File: src/rtl/inst_fetch_unit.sv
// Instruction-fetch stage: PC/IR holding, ARM condition evaluation, B-type branch resolution,
// manual single-step strobes or an autonomous ADDR/LATCH/EXEC fetch loop.
//
// state | meaning
// IDLE  | waiting; manual Write_PC/Write_IR strobes honoured
// ADDR  | PC presented to memory, waiting one cycle for read data
// LATCH | imem_rdata captured into IR
// EXEC  | PC advanced from the freshly loaded IR
module inst_fetch_unit #(
    parameter int ADDR_W     = 6,
    parameter int RESET_ADDR = 0,
    parameter int CNT_W      = 16,
    parameter int BRANCH_EN  = 1
) (
    input  logic              clk,
    input  logic              Rst,
    input  logic              Write_PC,
    input  logic              Write_IR,
    input  logic              Auto_Run,
    input  logic [3:0]        NZCV,
    output logic [ADDR_W-1:0] imem_addr,
    input  logic [31:0]       imem_rdata,
    output logic [3:0]        Inst_condition,
    output logic [27:0]       Inst_left,
    output logic [ADDR_W-1:0] Inst_Addr,
    output logic              flag,
    output logic              branch_taken,
    output logic              busy,
    output logic [CNT_W-1:0]  Inst_Count
);

    localparam int PW = ADDR_W + 2;
    localparam logic [PW-1:0] PC_RST = {ADDR_W'(RESET_ADDR), 2'b00};

    localparam logic [1:0] S_IDLE  = 2'd0;
    localparam logic [1:0] S_ADDR  = 2'd1;
    localparam logic [1:0] S_LATCH = 2'd2;
    localparam logic [1:0] S_EXEC  = 2'd3;

    logic [PW-1:0]     pc_q, pc_d;
    logic [31:0]       ir_q, ir_d;
    logic [ADDR_W-1:0] ir_pc_q, ir_pc_d;
    logic [CNT_W-1:0]  cnt_q, cnt_d;
    logic [1:0]        state_q, state_d;

    logic n_f, z_f, c_f, v_f;
    logic cond_ok;
    logic load_ir, upd_pc;
    logic signed [31:0] br_off32;
    logic [PW-1:0]      br_target;
    logic [PW-1:0]      next_pc;

    assign {n_f, z_f, c_f, v_f} = NZCV;

    always_comb begin
        cond_ok = 1'b0;
        case (ir_q[31:28])
            4'h0: cond_ok = z_f;
            4'h1: cond_ok = !z_f;
            4'h2: cond_ok = c_f;
            4'h3: cond_ok = !c_f;
            4'h4: cond_ok = n_f;
            4'h5: cond_ok = !n_f;
            4'h6: cond_ok = v_f;
            4'h7: cond_ok = !v_f;
            4'h8: cond_ok = c_f && !z_f;
            4'h9: cond_ok = !c_f || z_f;
            4'hA: cond_ok = (n_f == v_f);
            4'hB: cond_ok = (n_f != v_f);
            4'hC: cond_ok = !z_f && (n_f == v_f);
            4'hD: cond_ok = z_f || (n_f != v_f);
            4'hE: cond_ok = 1'b1;
            default: cond_ok = 1'b0;
        endcase
    end

    assign flag         = cond_ok;
    assign branch_taken = (BRANCH_EN != 0) && (ir_q[27:25] == 3'b101) && cond_ok;

    // Branch target is relative to the IR's own address plus the 8-byte pipeline offset.
    assign br_off32  = {{6{ir_q[23]}}, ir_q[23:0], 2'b00};
    assign br_target = {ir_pc_q, 2'b00} + PW'(8) + PW'(br_off32);
    assign next_pc   = branch_taken ? br_target : pc_q + PW'(4);

    always_comb begin
        state_d = state_q;
        load_ir = 1'b0;
        upd_pc  = 1'b0;
        case (state_q)
            S_IDLE: begin
                if (Auto_Run) begin
                    state_d = S_ADDR;
                end else begin
                    load_ir = Write_IR;
                    upd_pc  = Write_PC;
                end
            end
            S_ADDR:  state_d = S_LATCH;
            S_LATCH: begin
                load_ir = 1'b1;
                state_d = S_EXEC;
            end
            default: begin
                upd_pc  = 1'b1;
                state_d = Auto_Run ? S_ADDR : S_IDLE;
            end
        endcase
    end

    always_comb begin
        pc_d    = pc_q;
        ir_d    = ir_q;
        ir_pc_d = ir_pc_q;
        cnt_d   = cnt_q;
        if (load_ir) begin
            ir_d    = imem_rdata;
            ir_pc_d = pc_q[PW-1:2];
            cnt_d   = cnt_q + CNT_W'(1);
        end
        if (upd_pc) begin
            pc_d = next_pc;
        end
    end

    always_ff @(posedge clk) begin
        if (Rst) begin
            pc_q    <= PC_RST;
            ir_q    <= 32'h0;
            ir_pc_q <= ADDR_W'(RESET_ADDR);
            cnt_q   <= '0;
            state_q <= S_IDLE;
        end else begin
            pc_q    <= pc_d;
            ir_q    <= ir_d;
            ir_pc_q <= ir_pc_d;
            cnt_q   <= cnt_d;
            state_q <= state_d;
        end
    end

    assign imem_addr      = pc_q[PW-1:2];
    assign Inst_condition = ir_q[31:28];
    assign Inst_left      = ir_q[27:0];
    assign Inst_Addr      = ir_pc_q;
    assign busy           = (state_q != S_IDLE);
    assign Inst_Count     = cnt_q;

endmodule

File: config.mk
export PLATFORM = sky130hd
export DESIGN_NAME = inst_fetch_unit
export DESIGN_NICKNAME = d
export VERILOG_FILES = /design/src/rtl/inst_fetch_unit.sv
export SDC_FILE = /design/constraint.sdc
export NUM_CORES = 1
export LEC_CHECK = 0
export BUFFER_PORTS_ARGS = -buffer_cell sky130_fd_sc_hd__buf_4
export CAP_MARGIN = 30
export CORE_ASPECT_RATIO = 0.9
export CORE_MARGIN = 4
export CORE_UTILIZATION = 49
export CTS_CLUSTER_SIZE = 28
export DETAILED_ROUTE_END_ITERATION = 8
export PLACE_DENSITY = 0.79
export SYNTH_ARGS = -nofsm -noshare
export SYNTH_HDL_FRONTEND = slang
export SYNTH_SLANG_ARGS = --single-unit
export TNS_END_PERCENT = 1
File: constraint.sdc
create_clock -name clk -period 2.4 [get_ports clk]
set_input_delay 0.12 -clock clk [delete_from_list [all_inputs] [get_ports clk]]
set_output_delay 0.12 -clock clk [all_outputs]
set_load 0.01 [all_outputs]
==> flow_summary.ini, run 1 <==
[status]
outcome = complete, no violations

[timing]
relSlewSlack_pct = 57.3
max_freq_mhz = 440
min_period_over_period_pct = 94.8
finalSetupViolations = 0
period_needed_ns = 2.27
tns_ns = 0
slew_viol_final = 0
hold_viol_final = 0
max_slew.worst_pin.slew_ns = 0.641
rsz0062_at_grt = no
finClkSkew_ns = 0.00697

[setup_path]
worstPathArrival_ns = 2.15
cp_slowest_cell = dfxtp_1
slowest_delay_ns = 0.53
crit_buf_inv = 2
startpoint_type = register
crit_family = compound AO/OA/AOI/OAI gates
crit_type = register to output port
endpoint_kind = output port
path_cells = nor2_1 > mux2_2 > a221o_1 > o21ai_2 > a31o_2 > inv_1 > buf_4
crit_required_ns = 2.28
crit_fanout = 12

[synth]
ys_ff_latch = 62
synth_simple_gate_area_share_pct = 23.1
synthAdderAreaFrac_pct = 6.77
synth_area_per_cell_sq_um = 7.98
netlist_area_sq_um = 2880
synthCells = 361
ys.flop_type = dfxtp_1
ys_warn_count = 0
synth_top_family_by_area = simple AND/OR/NAND/NOR gates
synthMuxAreaShare_pct = 1.43
yosysUniqueCellTypes = 46
synth_edf_count = 0
synth_fp_nets = 417
synth-compound-area-share_pct = 15.7
async_reset_ff_share_pct = 0
seq_area_frac_synth_pct = 43.1
synth_xor_area_share_pct = 5.17

[cells_and_area]
area_delta_synth_final_pct = 34.0
fillers = 480
nets = 513
n_antenna_cell = 0
fin_util_pct = 67.8
final_cell_mix = buf_4, nand2_1, dfxtp_1
drive_gt1_share_pct = 27.7
final_common_cell = buf_4

[clock_network]
tritoncts = done
post-cts-setup-buffers = 0
cts_root_buf = clkbuf_8
clk_latency_ns = 0.33
cts_buffer_depth = 2
cts_buffers = 9
numClockSinks = 62
path_clk_slew_ns = 0.07
htreeDepth = 3

[die]
die-area_sq_um = 7170
die_h_um = 80.8
die_x_um = 88.8
pin_count = 104
std_cell_rows = 26
coreArea_sq_um = 5690
start_util_pct = 50.6

[placed_design]
place_hpwl_um = 5160
gp_congestion = 0.921
portBuffers = 103

[global_routing]
gr-usage-all-layers_pct = 21.1
antenna_found_initial = 0
grt_max_degree = 63
grt_pass1_wl_um = 11800
grt_pass1_vias = 2551
grt_overflow = 0

[drt]
first_iter_violations = 130
totalWireLength_um = 7330
firstDrtPassIters = 4
drcViolationCount = 0
detail_route.vias_per_cell = 5.19
antenna_left = 0
vias = 2763
wl_per_cell_um = 13.8

[run]
max-cap-violations = 0

[power]
power_mw = 3.48
ir_drop_uv = 554
leakage_nw = 1.71
p_per_area_nw_per_um2 = 902

[hold_path]
hold_path_class = primary input to register
## worst min-delay path, cell delays in order
cell     delay, ns
buf_4         0.11
nand2_1       0.04
a21oi_1       0.05
## timing repair
| action | 4_1_cts | 5_1_grt |
|---|---|---|
| setup endpoints to repair | 0 | 2 |
| gates resized for setup | 0 | 3 |
| hold buffers | 0 | 0 |
## layout make-up
| type | count | area, sq um | share of cell area [%] |
|---|---|---|---|
| clock inverter | 4 | 22.5 | 0.583 |
| multi-input combinational | 265 | 1520 | 39.2 |
| inverter | 12 | 45.0 | 1.17 |
| timing repair buffer | 107 | 803 | 20.8 |
| sequential | 62 | 1240 | 32.2 |
| clock buffer | 12 | 145 | 3.76 |
| tap | 70 | 87.6 | 2.27 |
## power by group
group / switching [mW] / leakage (nW) / internal (mW)
Combinational: 0.737 / 1.12 / 0.570
Sequential: 0.161 / 0.505 / 1.22
Clock: 0.398 / 0.0861 / 0.398
## through the flow
step           hold slack, ns  cell area [sq um]  cells  worst slack, ns
4_1_cts                0.0184               3860    532           0.0282
3_5_place_dp            0.380               3690    516            0.159
3_3_place_gp            0.376               3690    516            0.238
6_report               0.0367               3860    532            0.125
2_1_floorplan           0.260               2880    361            0.225
5_1_grt                0.0164               3860    532           0.0156
## cell usage after synthesis (2+ instances only)
| cell type | number | area [sq um] |
|---|---|---|
| dfxtp_1 | 62 | 1240 |
| nor2b_1 | 2 | 12.5 |
| and2_1 | 2 | 12.5 |
| or3_1 | 10 | 62.6 |
| xnor2_1 | 5 | 43.8 |
| clkbuf_1 | 17 | 63.8 |
| ha_1 | 14 | 175 |
| nand4_1 | 2 | 12.5 |
| nor3b_1 | 2 | 15.0 |
| o21ai_0 | 10 | 50.1 |
| a31oi_1 | 4 | 25.0 |
| buf_2 | 2 | 10.0 |
| xor2_1 | 12 | 105 |
| mux2i_1 | 3 | 30.0 |
| nor3_1 | 2 | 10.0 |
| nand3_1 | 6 | 30.0 |
| nor2_1 | 15 | 56.3 |
| nand2_1 | 98 | 368 |
| a21o_1 | 3 | 22.5 |
| inv_1 | 12 | 45.0 |
| and3_1 | 4 | 25.0 |
| a21oi_1 | 48 | 240 |
| nand3b_1 | 3 | 22.5 |
## path summary, 6_finish.rpt
path | start | end | slack, ns | cells after the start
setup / recovery | ir_q[31] | branch_taken | 0.13 | 7
hold / removal | imem_rdata[12] | ir_q[12] | 0.04 | 3
setup reg to reg | ir_q[31] | pc_q[7] | 0.19 | 6
hold reg to reg | ir_q[16] | ir_q[16] | 0.45 | 2
## metal layers
layer	vias up	wire [um]	GRT usage, %
li1	1399	-	-
met1	1267	3290	26.7
met2	90	3390	33.5
met3	7	585	7.30
met4	0	72	6.95
met5	-	0	0
## state kept, by name, summed over array words and instances, names as in the netlist
signal / flops
ir_q: 32
Inst_Count: 16
Inst_Addr: 6
pc_q: 6
state_q: 2
## kinds of logic (layout without fill, tap and decap cells)
family | Yosys count | after routing
and+or+nand+nor | 151 | 151
AOI/OAI and AO/OA | 78 | 78
DFF | 62 | 62
buffers and inverters | 34 | 135
xor gates and xnor gates | 17 | 17
adders and majority gates | 15 | 15
muxes | 4 | 4
No activity file was read; power rests on OpenSTA's default activity.
==> inputs of run 2 (changes only) <==
--- a/config.mk
+++ b/config.mk
@@ -12,7 +12,7 @@
 export CORE_UTILIZATION = 49
 export CTS_CLUSTER_SIZE = 28
 export DETAILED_ROUTE_END_ITERATION = 8
-export PLACE_DENSITY = 0.79
+export PLACE_DENSITY = 0.88
 export SYNTH_ARGS = -nofsm -noshare
 export SYNTH_HDL_FRONTEND = slang
 export SYNTH_SLANG_ARGS = --single-unit
==> flow_summary.ini, run 2 (synthesis gave the netlist of run 1 again) <==
[setup_path]
crit_fanout = 3
endpoint_kind = register
crit_type = register to register
crit_buf_inv = 4
crit_family = adder cells
slowest_delay_ns = 0.39
critPathMostFrequentCell = inv_1
rr_startpoint = ir_q[1]
cp_slowest_cell = fa_1
r2r_cells = 12
startpoint_type = register
crit_start = ir_q[1]
cp.depth = 12
crit_required_ns = 2.64
worstPathArrival_ns = 2.52
path_cells = inv_1 > ha_1 > inv_1 > ha_1 > inv_1 > fa_1 > inv_1 > a21o_1 > a21oi_1 > xnor2_1 > or3_1 > a31oi_1

[global_routing]
grt_overflow = 0
grt_pass1_wl_um = 11500
antenna_found_initial = 0
grt_max_degree = 63
gr-usage-all-layers_pct = 20.5
grt_pass1_vias = 2478

[clock_network]
path_clk_slew_ns = 0.07
cts_buffers = 9
cts_hold_buf = 0
clk_latency_ns = 0.33
htreeDepth = 3
cts_buffer_depth = 2
tritoncts = done
numClockSinks = 62
cts_root_buf = clkbuf_8

[timing]
min_period_over_period_pct = 94.9
tns_ns = 0
finalSetupViolations = 0
max_freq_mhz = 439
period_needed_ns = 2.28
finClkSkew_ns = 0.00934
relSlewSlack_pct = 58.1
rsz0062_at_grt = yes
max_slew.worst_pin.slew_ns = 0.628
slew_viol_final = 0
hold_viol_final = 0

[cells_and_area]
largest_reg_flops = 32
area_delta_synth_final_pct = 34.4
final_common_cell = buf_4
final_cell_mix = buf_4, nand2_1, dfxtp_1
regMostFlops = ir_q
nets = 512
final_cell_area_sq_um = 3870
n_antenna_cell = 0
drive_gt1_share_pct = 27.0

[die]
coreArea_sq_um = 5690
die-area_sq_um = 7170
die_h_um = 80.8
die_x_um = 88.8
std_cell_rows = 26
start_util_pct = 50.6
pin_count = 104

[hold_path]
holdPathStages = 3
hp-start = imem_rdata[3]
hold_path_class = primary input to register

[placed_design]
portBuffers = 103
dpl-instance-area_sq_um = 3680
place_hpwl_um = 5090
gp_congestion = 0.843

[drt]
firstDrtPassIters = 4
totalWireLength_um = 7290
antenna_left = 0
drcViolationCount = 0
wl_per_cell_um = 13.8
vias = 2756
detail_route.vias_per_cell = 5.21
first_iter_violations = 152

[run]
max-cap-violations = 0

[power]
power_mw = 3.59
leakage_nw = 1.71
ir_drop_uv = 520
p_per_area_nw_per_um2 = 927

[status]
outcome = complete, no violations
[run 2: cell types whose count changed in the layout (fill, tap and decap cells not counted), sizes merged]
cell	delta
clkinv	-3
buf	-1
clkbuf	+1
bufinv	+1
clkinvlp	-1
[run 2: final timing paths]
check	end	slack [ns]
worst max-delay path	pc_q[7]	0.12
worst min-delay path	ir_q[3]	0.04
worst max register to register	pc_q[7]	0.12
worst min register to register	ir_q[8]	0.45
[run 2: final cells by class]
cell class	instances	area (sq um)
clock buffers	13	159
clock inverters	1	30.0
fillers	476	1820
inverters	12	45.0
multi-input cells	265	1510
flip-flops and latches	62	1240
well taps	70	87.6
repair buffers	106	796
[run 2: metrics by stage]
step | util [%] | cells | worst slack, ns | hold WS (ns)
floorplan | - | 361 | 0.225 | 0.260
CTS | 68.0 | 529 | 0.0451 | 0.0247
finish | 68.0 | 529 | 0.123 | 0.0398
global route | 68.0 | 529 | -0.0153 | 0.0196
global placement | 64.7 | 515 | 0.234 | 0.375
detailed placement | 64.7 | 515 | 0.139 | 0.381
[run 2: layer usage]
metal | global-route usage, % | vias to the layer above | part of all wire (%)
met5 | 0 | - | 0
met4 | 8.91 | 0 | 1.6
met3 | 5.98 | 11 | 7.4
met2 | 32.4 | 92 | 47
met1 | 26.0 | 1258 | 44
li1 | - | 1395 | -
[run 2: worst reg2reg max path: stages, from the launching register on]
cell and delay [ns]:
dfxtp_1 0.34, inv_1 0.06, ha_1 0.30, inv_1 0.06, ha_1 0.15, inv_1 0.05
fa_1 0.39, inv_1 0.07, a21o_1 0.11, a21oi_1 0.07, xnor2_1 0.12, or3_1 0.30
a31oi_1 0.17
[run 2: report_power, final]
part / switching (mW) / internal (mW)
clock network: 0.370 / 0.526
logic: 0.739 / 0.567
registers: 0.171 / 1.22
total: 1.28 / 2.31
[run 2: repair_timing]
item,CTS,global route
pin swaps,0,0
gates resized for setup,1,1
endpoints found under the setup margin,1,2
buffers inserted,0,0
==> inputs of run 3 (changes only) <==
--- a/config.mk
+++ b/config.mk
@@ -9,10 +9,11 @@
 export CAP_MARGIN = 30
 export CORE_ASPECT_RATIO = 0.9
 export CORE_MARGIN = 4
-export CORE_UTILIZATION = 49
+export CORE_UTILIZATION = 51
+export CTS_BUF_LIST = sky130_fd_sc_hd__clkbuf_4 sky130_fd_sc_hd__clkbuf_8
 export CTS_CLUSTER_SIZE = 28
 export DETAILED_ROUTE_END_ITERATION = 8
-export PLACE_DENSITY = 0.88
+export PLACE_DENSITY = 0.91
 export SYNTH_ARGS = -nofsm -noshare
 export SYNTH_HDL_FRONTEND = slang
 export SYNTH_SLANG_ARGS = --single-unit
==> flow_summary.ini, run 3 (synthesis gave the netlist of run 1 again) <==
[global_routing]
grt_overflow = 0
grt_pass1_vias = 2828
grt_max_degree = 63
gr-usage-all-layers_pct = 23.4
grt_pass1_wl_um = 12900
antenna_found_initial = 0

[die]
coreArea_sq_um = 5350
die_h_um = 79.3
start_util_pct = 53.9
std_cell_rows = 25
die_x_um = 87.2
die-area_sq_um = 6920
pin_count = 104

[timing]
hold_viol_final = 0
relSlewSlack_pct = 58.5
finClkSkew_ns = 0.00617
slew_viol_final = 0
finalSetupViolations = 0
tns_ns = 0
rsz0062_at_grt = no
max_slew.worst_pin.slew_ns = 0.623
period_needed_ns = 2.25
max_freq_mhz = 444
min_period_over_period_pct = 93.8

[drt]
wl_per_cell_um = 14.4
detail_route.vias_per_cell = 5.35
drcViolationCount = 0
antenna_left = 0
firstDrtPassIters = 4
vias = 2831
first_iter_violations = 153
totalWireLength_um = 7620

[setup_path]
startpoint_type = register
critPathMostFrequentCell = inv_1
slowest_delay_ns = 0.34
cp_slowest_cell = dfxtp_2
crit_type = register to register
path_cells = inv_1 > ha_1 > inv_1 > ha_2 > inv_1 > fa_2 > inv_1 > a21o_1 > a21oi_1 > xnor2_1 > or3_1 > a31oi_1
worstPathArrival_ns = 2.51
endpoint_kind = register
reg2reg_slack_ns = 0.15
crit_required_ns = 2.66
crit_fanout = 3

[clock_network]
numClockSinks = 62
postCtsResizedCells = 0
cts_buffers = 9
htreeDepth = 3
cts_hold_buf = 0
cts_root_buf = clkbuf_8
clk_latency_ns = 0.34
post-cts-setup-buffers = 0
path_clk_slew_ns = 0.07
tritoncts = done
cts_buffer_depth = 2

[placed_design]
place_hpwl_um = 5300
portBuffers = 103
dpl-instance-area_sq_um = 3690
dpl.cell_count = 513
gp_congestion = 0.810

[status]
outcome = complete, no violations

[cells_and_area]
regMostFlops = ir_q
drive_gt1_share_pct = 28.8
nets = 513
n_antenna_cell = 0
largest_reg_flops = 32
final_cell_area_sq_um = 3880
final_common_cell = buf_4
area_delta_synth_final_pct = 34.8
final_cell_mix = buf_4, nand2_1, dfxtp_1
fillers = 424
final_cells = 529

[power]
leakage_nw = 1.72
p_per_area_nw_per_um2 = 923
ir_drop_uv = 571

[run]
max-cap-violations = 0

[hold_path]
hold_path_class = primary input to register
==> run 3: power breakdown <==
part	total [mW]	internal (mW)	switching [mW]
sequential	1.38	1.22	0.164
clock	0.883	0.471	0.412
combinational	1.32	0.574	0.746
==> run 3: metal layers <==
metal	wire length [um]	global-route usage [%]	part of all wire, %
met1	3060	27.0	40
met2	3790	39.0	50
met3	597	7.99	7.8
met4	166	10.6	2.2
met5	0	0	0
==> run 3: worst paths after layout <==
check	end	from	depth (start not counted)
min reg2reg	ir_q[10]	ir_q[10]	2
max	pc_q[7]	ir_q[1]	12
max reg2reg	pc_q[7]	ir_q[1]	12
min	ir_q[28]	imem_rdata[28]	3
==> run 3: critical path: cells and delay by family, from the launching register on <==
kind | cells | cell delay (ns)
xor+xnor | 1 | 0.12
simple gates | 1 | 0.30
compound gates | 3 | 0.34
fa+ha+maj | 3 | 0.81
flops | 1 | 0.34
buf+inv | 4 | 0.25
==> run 3: layout make-up <==
cell class	count	area, sq um	area share, %
tap	67	83.8	2.16
timing repair buffer	107	803	20.7
multi-input combinational	265	1520	39.1
clock inverter	7	65.1	1.68
clock buffer	9	124	3.19
inverter	12	45.0	1.16
sequential	62	1240	32.1
==> run 3: stage by stage <==
stage               util (%)  hold WS, ns  worst slack, ns  total power, mW
finish                  72.6       0.0299            0.150             3.59
global route            72.6       0.0136           0.0216             3.84
CTS                     72.4      0.00837          0.00495             3.61
detailed placement      68.9        0.380            0.119             2.72
global placement        68.9        0.376            0.238             2.67
floorplan                  -        0.260            0.225             2.15
